File: src/rtl/spi_shift_ctrl_if.sv
// Control-side bus of the SPI shift engine.
// Carries configuration and TX word in, RX word and status out.
interface spi_shift_ctrl_if #(
  parameter int SPI_MAX_CHAR = 32,
  parameter int SPI_CNT_LEN  = 6
);

  logic                    i_go;
  logic [SPI_CNT_LEN-1:0]  i_len;
  logic                    i_lsb;
  logic                    i_tx_negedge;
  logic                    i_rx_negedge;
  logic [SPI_MAX_CHAR-1:0] i_tx_data;
  logic [SPI_MAX_CHAR-1:0] o_rx_data;
  logic                    o_done;
  logic                    o_tip;

  modport master (
    output i_go,
    output i_len,
    output i_lsb,
    output i_tx_negedge,
    output i_rx_negedge,
    output i_tx_data,
    input  o_rx_data,
    input  o_done,
    input  o_tip
  );

  modport slave (
    input  i_go,
    input  i_len,
    input  i_lsb,
    input  i_tx_negedge,
    input  i_rx_negedge,
    input  i_tx_data,
    output o_rx_data,
    output o_done,
    output o_tip
  );

endinterface

File: src/rtl/spi_shift_ctrl.sv
// SPI bit-level shift engine: drives MOSI, samples MISO, counts bits
// and gates the SPI clock generator for exactly the programmed length.
module spi_shift_ctrl #(
  parameter int SPI_MAX_CHAR = 32,
  parameter int SPI_CNT_LEN  = 6
) (
  input  logic              i_clk,
  input  logic              i_rst_n,
  spi_shift_ctrl_if.slave   bus,
  input  logic              i_pos_edge,
  input  logic              i_neg_edge,
  input  logic              i_miso,
  output logic              o_clk_en,
  output logic              o_last_clk,
  output logic              o_mosi
);

  localparam int CW = SPI_CNT_LEN;
  localparam int DW = SPI_MAX_CHAR;
  localparam int IW = (DW > 1) ? $clog2(DW) : 1;
  localparam logic [CW-1:0] MAX_L = CW'(DW);
  localparam logic [CW-1:0] ONE   = CW'(1);

  typedef enum logic [1:0] {
    IDLE  = 2'd0,
    SHIFT = 2'd1,
    DONE  = 2'd2
  } state_t;

  state_t          state_q, state_d;
  logic [CW-1:0]   len_q, len_d;
  logic            lsb_q, lsb_d;
  logic            tx_neg_q, tx_neg_d;
  logic            rx_neg_q, rx_neg_d;
  logic [DW-1:0]   tx_data_q, tx_data_d;
  logic [DW-1:0]   rx_data_q, rx_data_d;
  logic [CW-1:0]   tx_cnt_q, tx_cnt_d;
  logic [CW-1:0]   rx_cnt_q, rx_cnt_d;
  logic            mosi_q, mosi_d;
  logic            tip_q, tip_d;
  logic            clk_en_q, clk_en_d;
  logic            last_clk_q, last_clk_d;
  logic            done_q, done_d;

  logic [CW-1:0]   eff_len;
  logic            tx_ev;
  logic            rx_ev;

  // Data index of transmitted bit k for the given order and length.
  function automatic logic [IW-1:0] bit_idx(
    input logic          lsb,
    input logic [CW-1:0] len,
    input logic [CW-1:0] k
  );
    logic [CW-1:0] i;
    i = lsb ? k : (len - ONE - k);
    return IW'(i);
  endfunction

  // Effective length and the selected shift/sample strobes.
  always_comb begin
    eff_len = bus.i_len;
    if (bus.i_len == '0 || bus.i_len > MAX_L) begin
      eff_len = MAX_L;
    end
    tx_ev = tx_neg_q ? i_neg_edge : i_pos_edge;
    rx_ev = rx_neg_q ? i_neg_edge : i_pos_edge;
  end

  // Next-state and next-output logic for the transfer FSM.
  always_comb begin
    state_d    = state_q;
    len_d      = len_q;
    lsb_d      = lsb_q;
    tx_neg_d   = tx_neg_q;
    rx_neg_d   = rx_neg_q;
    tx_data_d  = tx_data_q;
    rx_data_d  = rx_data_q;
    tx_cnt_d   = tx_cnt_q;
    rx_cnt_d   = rx_cnt_q;
    mosi_d     = mosi_q;
    tip_d      = tip_q;
    clk_en_d   = clk_en_q;
    last_clk_d = 1'b0;
    done_d     = 1'b0;

    unique case (state_q)
      IDLE: begin
        tip_d    = 1'b0;
        clk_en_d = 1'b0;
        if (bus.i_go) begin
          len_d     = eff_len;
          lsb_d     = bus.i_lsb;
          tx_neg_d  = bus.i_tx_negedge;
          rx_neg_d  = bus.i_rx_negedge;
          tx_data_d = bus.i_tx_data;
          mosi_d    = bus.i_tx_data[
            bit_idx(bus.i_lsb, eff_len, '0)];
          tx_cnt_d  = ONE;
          rx_cnt_d  = '0;
          rx_data_d = '0;
          tip_d     = 1'b1;
          clk_en_d  = 1'b1;
          state_d   = SHIFT;
        end
      end

      SHIFT: begin
        if (tx_ev && tx_cnt_q < len_q) begin
          mosi_d   = tx_data_q[
            bit_idx(lsb_q, len_q, tx_cnt_q)];
          tx_cnt_d = tx_cnt_q + ONE;
        end
        if (rx_ev) begin
          rx_data_d[bit_idx(lsb_q, len_q, rx_cnt_q)]
            = i_miso;
          rx_cnt_d = rx_cnt_q + ONE;
          if (rx_cnt_q + ONE == len_q) begin
            state_d    = DONE;
            tip_d      = 1'b0;
            clk_en_d   = 1'b0;
            done_d     = 1'b1;
            last_clk_d = 1'b1;
          end
        end
      end

      DONE: begin
        tip_d    = 1'b0;
        clk_en_d = 1'b0;
        state_d  = IDLE;
      end

      default: begin
        tip_d    = 1'b0;
        clk_en_d = 1'b0;
        state_d  = IDLE;
      end
    endcase
  end

  // State and output registers with synchronous active-low reset.
  always_ff @(posedge i_clk) begin
    if (!i_rst_n) begin
      state_q    <= IDLE;
      len_q      <= '0;
      lsb_q      <= 1'b0;
      tx_neg_q   <= 1'b0;
      rx_neg_q   <= 1'b0;
      tx_data_q  <= '0;
      rx_data_q  <= '0;
      tx_cnt_q   <= '0;
      rx_cnt_q   <= '0;
      mosi_q     <= 1'b0;
      tip_q      <= 1'b0;
      clk_en_q   <= 1'b0;
      last_clk_q <= 1'b0;
      done_q     <= 1'b0;
    end else begin
      state_q    <= state_d;
      len_q      <= len_d;
      lsb_q      <= lsb_d;
      tx_neg_q   <= tx_neg_d;
      rx_neg_q   <= rx_neg_d;
      tx_data_q  <= tx_data_d;
      rx_data_q  <= rx_data_d;
      tx_cnt_q   <= tx_cnt_d;
      rx_cnt_q   <= rx_cnt_d;
      mosi_q     <= mosi_d;
      tip_q      <= tip_d;
      clk_en_q   <= clk_en_d;
      last_clk_q <= last_clk_d;
      done_q     <= done_d;
    end
  end

  assign o_mosi        = mosi_q;
  assign o_clk_en      = clk_en_q;
  assign o_last_clk    = last_clk_q;
  assign bus.o_tip     = tip_q;
  assign bus.o_done    = done_q;
  assign bus.o_rx_data = rx_data_q;

endmodule

File: src/flat_wrapper.sv
// flat-port wrapper written by rule: the top's interface ports become plain ports
module spi_shift_ctrl_flat 
#(
  parameter int SPI_MAX_CHAR = 32,
  parameter int SPI_CNT_LEN  = 6
)
  (i_clk, i_rst_n, i_pos_edge, i_neg_edge, i_miso, o_clk_en, o_last_clk, o_mosi, bus_i_go, bus_i_len, bus_i_lsb, bus_i_tx_negedge, bus_i_rx_negedge, bus_i_tx_data, bus_o_rx_data, bus_o_done, bus_o_tip);
  spi_shift_ctrl_if #(.SPI_MAX_CHAR(SPI_MAX_CHAR), .SPI_CNT_LEN(SPI_CNT_LEN)) bus_i ();
  input  logic i_clk;
  input  logic i_rst_n;
  input  logic i_pos_edge;
  input  logic i_neg_edge;
  input  logic i_miso;
  output logic o_clk_en;
  output logic o_last_clk;
  output logic o_mosi;
  input wire logic [$bits(bus_i.i_go)-1:0] bus_i_go;
  input wire logic [$bits(bus_i.i_len)-1:0] bus_i_len;
  input wire logic [$bits(bus_i.i_lsb)-1:0] bus_i_lsb;
  input wire logic [$bits(bus_i.i_tx_negedge)-1:0] bus_i_tx_negedge;
  input wire logic [$bits(bus_i.i_rx_negedge)-1:0] bus_i_rx_negedge;
  input wire logic [$bits(bus_i.i_tx_data)-1:0] bus_i_tx_data;
  output wire logic [$bits(bus_i.o_rx_data)-1:0] bus_o_rx_data;
  output wire logic [$bits(bus_i.o_done)-1:0] bus_o_done;
  output wire logic [$bits(bus_i.o_tip)-1:0] bus_o_tip;
  assign bus_i.i_go = bus_i_go;
  assign bus_i.i_len = bus_i_len;
  assign bus_i.i_lsb = bus_i_lsb;
  assign bus_i.i_tx_negedge = bus_i_tx_negedge;
  assign bus_i.i_rx_negedge = bus_i_rx_negedge;
  assign bus_i.i_tx_data = bus_i_tx_data;
  assign bus_o_rx_data = bus_i.o_rx_data;
  assign bus_o_done = bus_i.o_done;
  assign bus_o_tip = bus_i.o_tip;
  spi_shift_ctrl #(.SPI_MAX_CHAR(SPI_MAX_CHAR), .SPI_CNT_LEN(SPI_CNT_LEN)) u_core (.i_clk(i_clk), .i_rst_n(i_rst_n), .bus(bus_i), .i_pos_edge(i_pos_edge), .i_neg_edge(i_neg_edge), .i_miso(i_miso), .o_clk_en(o_clk_en), .o_last_clk(o_last_clk), .o_mosi(o_mosi));
endmodule
File: config.mk
export PLATFORM = sky130hd
export DESIGN_NAME = spi_shift_ctrl_flat
export DESIGN_NICKNAME = d
export VERILOG_FILES = /design/src/rtl/spi_shift_ctrl_if.sv /design/src/rtl/spi_shift_ctrl.sv /design/src/flat_wrapper.sv
export SDC_FILE = /design/constraint.sdc
export NUM_CORES = 1
export LEC_CHECK = 0
export CORE_AREA = 5 5 131 133
export DETAILED_ROUTE_END_ITERATION = 8
export DIE_AREA = 0 0 136 138
export DONT_BUFFER_PORTS = 1
export PLACE_DENSITY = 0.57
export SLEW_MARGIN = 20
export SYNTH_ARGS = -nofsm -noshare
export SYNTH_HDL_FRONTEND = slang
export SYNTH_SLANG_ARGS = --single-unit
export TNS_END_PERCENT = 100
File: constraint.sdc
create_clock -name i_clk -period 4.6 [get_ports i_clk]
set_input_delay 1.15 -clock i_clk [delete_from_list [all_inputs] [get_ports i_clk]]
set_output_delay 1.15 -clock i_clk [all_outputs]
set_load 0.005 [all_outputs]
# Word-level counts from Yosys, hierarchy flattened
# Cells that the tools add are included.
[op_classes]
add_sub_neg = 6
multipliers = 0
div_mod_pow = 0
magnitude_cmp = 6
eq_ne = 6
shift = 0
mux = 34
n_bitwise = 0
n_reduce_logical = 12
[op_table]
columns = ["op", "count"]
rows = [
  ["two-way mux 32 bit", 2],
  ["one-hot mux 32 bit (2 select lines)", 1],
  ["bitwise mux 32 bit", 1],
  ["two-way mux 6 bit", 5],
  ["one-hot mux 6 bit (2 select lines)", 2],
  ["< comparator 5 x 6 -> 1 bit, second input constant", 3],
  ["two-way mux 5 bit", 3],
  ["adder 6 x 1 -> 6 bit, second input constant", 2],
  ["AND reduction 3 bit", 4],
  ["two-way mux 1 bit", 11],
  ["binary-select mux 1 bit (select 5 bit)", 2],
  ["subtractor 5 x 1 -> 5 bit, second input constant", 2],
  ["subtractor 5 bit", 2],
  ["equality test 6 bit", 1],
  ["greater-than comparator 6 bit, second input constant", 1],
  ["logical NOT 6 bit", 1],
  ["< comparator 6 bit", 1],
  ["two-way mux 2 bit", 3],
  ["inequality test 2 x 1 -> 1 bit, second input constant", 3],
  ["demux 1 bit (select 5 bit)", 1],
  [">= comparator 5 x 1 -> 1 bit, second input constant", 1],
  ["one-hot mux 1 bit (2 select lines)", 2],
  ["one-hot mux 2 bit (2 select lines)", 1],
  ["AND reduction 2 bit", 2],
  ["other kinds (6)", 7],
]
[word_totals]
regBits = 90
latch_bits = 0
mem_bits_rw = 0
rom_bits = 0
in_bits = 47
out_inout_bits = 37
elab_cells = 76
memories = 0

# Depth between registers and ports, before layout
[logic_depth]
depth_word = 10
depth_mapped = 14

# Worst setup path after synthesis
# OpenSTA, ideal clock, no wires.
[synth_path]
path_kind = "input to register"
from = "input bus_i_len[0]"
to = "register u_core.mosi_q, in the netlist u_core.o_mosi"
setup_ns = 0.124
arrival_ns = 3.637
t_required_ns = 4.476
setup_slack_ns = 0.839
cell_stages = 11
path_buffers = 1
path_cell_list = "nor2b_1 clkbuf_1 clkinv_1 ha_1 nor2b_1 mux2i_1 mux4_2 a22oi_1 o211ai_1 a31oi_1 o21ai_0"
[synth_via]
elab_chain_cells = 9
word_cells_on_any_way = 10
[synth_lines]
columns = ["element", "line_no", "text"]
rows = [
  ["start, declared", "flat_wrapper.sv:18", "input wire logic [$bits(bus_i.i_len)-1:0] bus_i_len;"],
  ["greater-than comparator 6 bit or logical NOT 6 bit (tied branches)", "spi_shift_ctrl.sv:63", "if (bus.i_len == '0 || bus.i_len > MAX_L) begin"],
  ["logical OR 1 bit", "spi_shift_ctrl.sv:63", ""],
  ["two-way mux 6 bit (*)", "spi_shift_ctrl.sv:63", ""],
  ["subtractor 5 x 1 -> 5 bit (*)", "spi_shift_ctrl.sv:56", "i = lsb ? k : (len - ONE - k);"],
  ["two-way mux 5 bit (*)", "spi_shift_ctrl.sv:56", ""],
  ["binary-select mux 1 bit (select 5 bit) (*)", "spi_shift_ctrl.sv:97", "mosi_d = bus.i_tx_data["],
  ["two-way mux 1 bit (implied by the code) (*)", "spi_shift_ctrl.sv:97", ""],
  ["two-way mux 1 bit (*)", "spi_shift_ctrl.sv:91", "if (bus.i_go) begin"],
  ["one-hot mux 1 bit (2 select lines) (*)", "spi_shift_ctrl.sv:87", "unique case (state_q)"],
  ["end signal, assigned", "spi_shift_ctrl.sv:169", "mosi_q <= mosi_d;"],
  ["end, declared", "spi_shift_ctrl.sv:39", "logic mosi_q, mosi_d;"],
]
# Every way passes the cells marked *; elsewhere a longest branch is shown, timed or not. The select of a mux whose other input is x is not followed.
# A chain may end at the register's enable or synchronous reset.

# Worst setup path in the final report
[layout_path]
from = "register u_core.len_q[0]"
to = "register u_core.rx_data_q[11], in the netlist u_core.bus.o_rx_data[11]"
[layout_via]
elab_chain_cells = 10
word_cells_on_any_way = 11
[layout_lines]
columns = ["element", "line_no", "text"]
rows = [
  ["start, declared", "spi_shift_ctrl.sv:31", "logic [CW-1:0] len_q, len_d;"],
  ["start signal, assigned", "spi_shift_ctrl.sv:161", "len_q <= len_d;"],
  ["subtractor 5 x 1 -> 5 bit (*)", "spi_shift_ctrl.sv:56", ""],
  ["subtractor 5 bit (*)", "spi_shift_ctrl.sv:56", ""],
  ["two-way mux 5 bit (*)", "spi_shift_ctrl.sv:56", ""],
  ["< comparator 5 x 6 -> 1 bit (implied by the code) or >= comparator 5 x 1 -> 1 bit (tied branches)", "spi_shift_ctrl.sv:115", "rx_data_d[bit_idx(lsb_q, len_q, rx_cnt_q)]"],
  ["logical AND 1 bit (implied by the code)", "spi_shift_ctrl.sv:115", ""],
  ["two-way mux 1 bit (implied by the code)", "spi_shift_ctrl.sv:115", ""],
  ["demux 1 bit (select 5 bit) (*)", "--", ""],
  ["bitwise mux 32 bit (*)", "spi_shift_ctrl.sv:115", ""],
  ["two-way mux 32 bit (*)", "spi_shift_ctrl.sv:114", "if (rx_ev) begin"],
  ["one-hot mux 32 bit (2 select lines) (*)", "spi_shift_ctrl.sv:87", ""],
  ["end signal, assigned", "spi_shift_ctrl.sv:166", "rx_data_q <= rx_data_d;"],
  ["end, declared", "spi_shift_ctrl.sv:36", "logic [DW-1:0] rx_data_q, rx_data_d;"],
]
# Marks and branches as above.

==> results.py <==
metrics = {
    "run_status": {
        "status": "finished clean",
    },
    "power_and_ir_drop": {
        "p_total_mw": 2.09,
        "internal_power_mw": 1.45,
        "pwr-share-clk_pct": 39.1,
        "p_leak_nw": 2.03,
        "p_sw_share_pct": 30.6,
        "p_per_area_nw_per_um2": 353,
        "p_sw_mw": 0.639,
        "power.share.sequential_pct": 40.0,
        "combPwrFrac_pct": 20.9,
        "ir_drop_uv": 224,
    },
    "yosys": {
        "yosysSeqAreaShare_pct": 33.1,
        "synthAdderAreaFrac_pct": 4.88,
        "synth_area_sq_um": 5440,
        "ys_types": 59,
        "synthFlopType": "dfxtp_1",
        "yosys.area.top_type": "dfxtp_1",
        "synth_top_family_by_area": "compound AO/OA/AOI/OAI gates",
        "synth_xor_area_share_pct": 3.22,
        "synth_top_area_share_pct": 33.1,
        "yosys-top-cells-area": "dfxtp_1 33%, nand2_1 9.0%, a21boi_0 6.5%",
        "ys_warn_count": 0,
        "synth_edf_count": 0,
        "syn-num-nets": 732,
        "synth_seq_cells": 90,
        "yosysMostFrequentCell": "nand2_1",
        "yosys.area_share.simple_pct": 22.3,
        "ys_top_cells_by_count": "131 x nand2_1, 90 x dfxtp_1, 47 x a21boi_0",
        "synthArstFlopShare_pct": 0,
        "muxShareOfSynthArea_pct": 4.81,
        "synth.avg_cell_area_sq_um": 8.18,
        "syn_inst": 665,
        "synth-compound-area-share_pct": 26.3,
    },
    "min_path": {
        "hold_start": "u_core.tx_data_q[13]",
        "holdPathStages": 2,
        "hold_path.class": "flip-flop to flip-flop",
        "min_to": "u_core.tx_data_q[13]",
    },
    "placed_design": {
        "placed_cell_area_sq_um": 5580,
        "dp_slack_ns": 0.584,
        "port-buffer-count": 0,
        "place_inst": 847,
        "dpl.hpwl_microns": 11300,
        "routabilityCongestion": 0.872,
    },
    "clock_tree": {
        "clockBufferDepth": 2,
        "clock-sinks": 90,
        "cts_setup_buffers": 0,
        "clock_latency_ns": 0.35,
        "htree_levels": 3,
        "postCtsHoldBufs": 0,
        "cts_tree": "yes",
        "root_buffer": "clkbuf_16",
        "cts_resized": 0,
        "cts_buffers": 9,
        "clk_pin_slew_worst_paths_ns": 0.07,
    },
    "timing": {
        "fmax_mhz": 265,
        "worst_slack_ns": 0.832,
        "skew_ns": 0.00953,
        "slew_violations": 0,
        "setup_viol": 0,
        "rsz0062_at_grt": "no",
        "hold_viol_final": 0,
        "tightest_slew_ns": 1.07,
        "setup_tns_ns": 0,
        "finalCriticalPeriod_ns": 3.77,
        "hold_ws_ns": 0.468,
        "timing.final.crit_share_pct": 81.9,
        "max_slew_margin_pct": 28.5,
    },
    "run": {
        "drv_cap": 0,
    },
    "routing": {
        "drtIter0Drc": 336,
        "via_per_inst": 5.70,
        "antenna_left": 0,
        "vias": 4915,
        "routed_wl_microns": 15900,
        "drcViolationCount": 0,
        "firstDrtPassIters": 5,
        "wl_per_cell_microns": 18.4,
    },
    "finish": {
        "final_util_pct": 37.6,
        "areaGrowthSynthToFinish_pct": 8.75,
        "finalInstanceArea_sq_um": 5910,
        "drive_above_1_share_pct": 7.42,
        "layoutNonFillerInstCount": 863,
        "num_antenna_cells": 0,
        "nets": 709,
    },
    "grt": {
        "track_usage_pct": 16.8,
        "grt_pass1_wl_microns": 25500,
        "overflow": 0,
        "use_met2_pct": 26.1,
        "grt_pass1_vias": 4741,
        "busiest_layer": "met2",
        "grt_max_degree": 87,
        "antenna_found_initial": 0,
        "grt_use_met3_pct": 5.52,
        "met1_usage_pct": 22.1,
    },
    "critical_path": {
        "cp_data_required_time_ns": 4.83,
        "worst_r2r_endpoint": "u_core.bus.o_rx_data[11]",
        "timing.rr.start": "u_core.len_q[0]",
        "crit_path_start_kind": "flip-flop",
        "reg2reg_depth": 10,
        "ff2ff_setup_slack_ns": 0.83,
        "path_max_fanout": 24,
        "cp-end-kind": "flip-flop",
        "cp.arrival_ns": 4.00,
        "worstSetupPathType": "flip-flop to flip-flop",
    },
    "floorplanning": {
        "die_w_microns": 136,
        "start_util_pct": 34.6,
        "core_sq_um": 15700,
        "die_area_sq_um": 18800,
        "die_height_microns": 138,
        "num_rows": 46,
        "ios": 84,
    },
}
## layout make-up
cell class | count | area [sq um]
inverters | 24 | 90.1
repair buffers | 9 | 67.6
multi-input cells | 508 | 3350
fillers | 1629 | 9800
well taps | 216 | 270
clock buffers | 11 | 243
clock inverters | 5 | 86.3
flip-flops and latches | 90 | 1800
## flip-flops by register name (all words and copies together) (netlist names), 2 cells and up
signal	cells
u_core.len_q	6
u_core.bus.o_rx_data	32
u_core.tx_cnt_q	6
u_core.tx_data_q	32
u_core.rx_cnt_q	6
u_core.state_q	2
## worst max-delay path, stage by stage, from the launching register on
cell      delay [ns]
dfxtp_1         0.46
inv_1           0.07
ha_1            0.38
fa_1            0.43
nor2b_1         0.20
o21ai_2         0.10
nor3b_1         0.16
o31ai_2         0.55
nand2_1         0.65
o311ai_0        0.54
a21boi_1        0.10
## power by group through the flow
| stage | Combinational, mW | Clock, mW | Sequential, mW |
|---|---|---|---|
| 2_1_floorplan | 0.350 | 0 | 0.840 |
| 3_3_place_gp | 0.422 | 0 | 0.852 |
| 3_5_place_dp | 0.432 | 0 | 0.853 |
| 4_1_cts | 0.435 | 0.835 | 0.836 |
| 5_1_grt | 0.481 | 0.869 | 0.840 |
| 6_report | 0.436 | 0.818 | 0.836 |
## layout by cell type, fill, tap and decap left out, types with 9 or more instances in the layout
master and count:
a21boi_0 47, nand2_1 131, nand3_1 30, o21ai_0 19
a22oi_1 10, inv_1 23, a21boi_1 18, clkbuf_16 9
dfxtp_1 90, nor3_1 14, buf_4 9, xnor2_1 12
a21oi_1 18, nor2_1 26, a32oi_1 21, nand4_1 10
ha_1 18, nor2b_1 12, o311ai_1 11
## cell families after synthesis
family | count (synthesis)
simple gates | 261
compound gates | 189
flops | 90
buf+inv | 67
xor+xnor | 20
fa+ha+maj | 20
mux | 18
## how the worst max path moves through the flow
stage,start,end,slack (ns)
2_1_floorplan,bus_i_len[0],u_core.o_mosi,0.84
3_3_place_gp,bus_i_len[0],u_core.o_mosi,0.70
3_5_place_dp,bus_i_len[0],u_core.o_mosi,0.58
4_1_cts,u_core.len_q[0],u_core.bus.o_rx_data[11],0.88
5_1_grt,u_core.len_q[0],u_core.bus.o_rx_data[11],0.56
6_report,u_core.len_q[0],u_core.bus.o_rx_data[11],0.83
## per-layer routing
metal / share of wire (%) / routed length (microns) / vias up
li1: - / - / 2372
met1: 44 / 6990 / 2373
met2: 47 / 7440 / 141
met3: 6.9 / 1100 / 29
met4: 2.1 / 335 / 0
met5: 0 / 0 / -
Note: power is estimated with default switching activity, not from simulation.
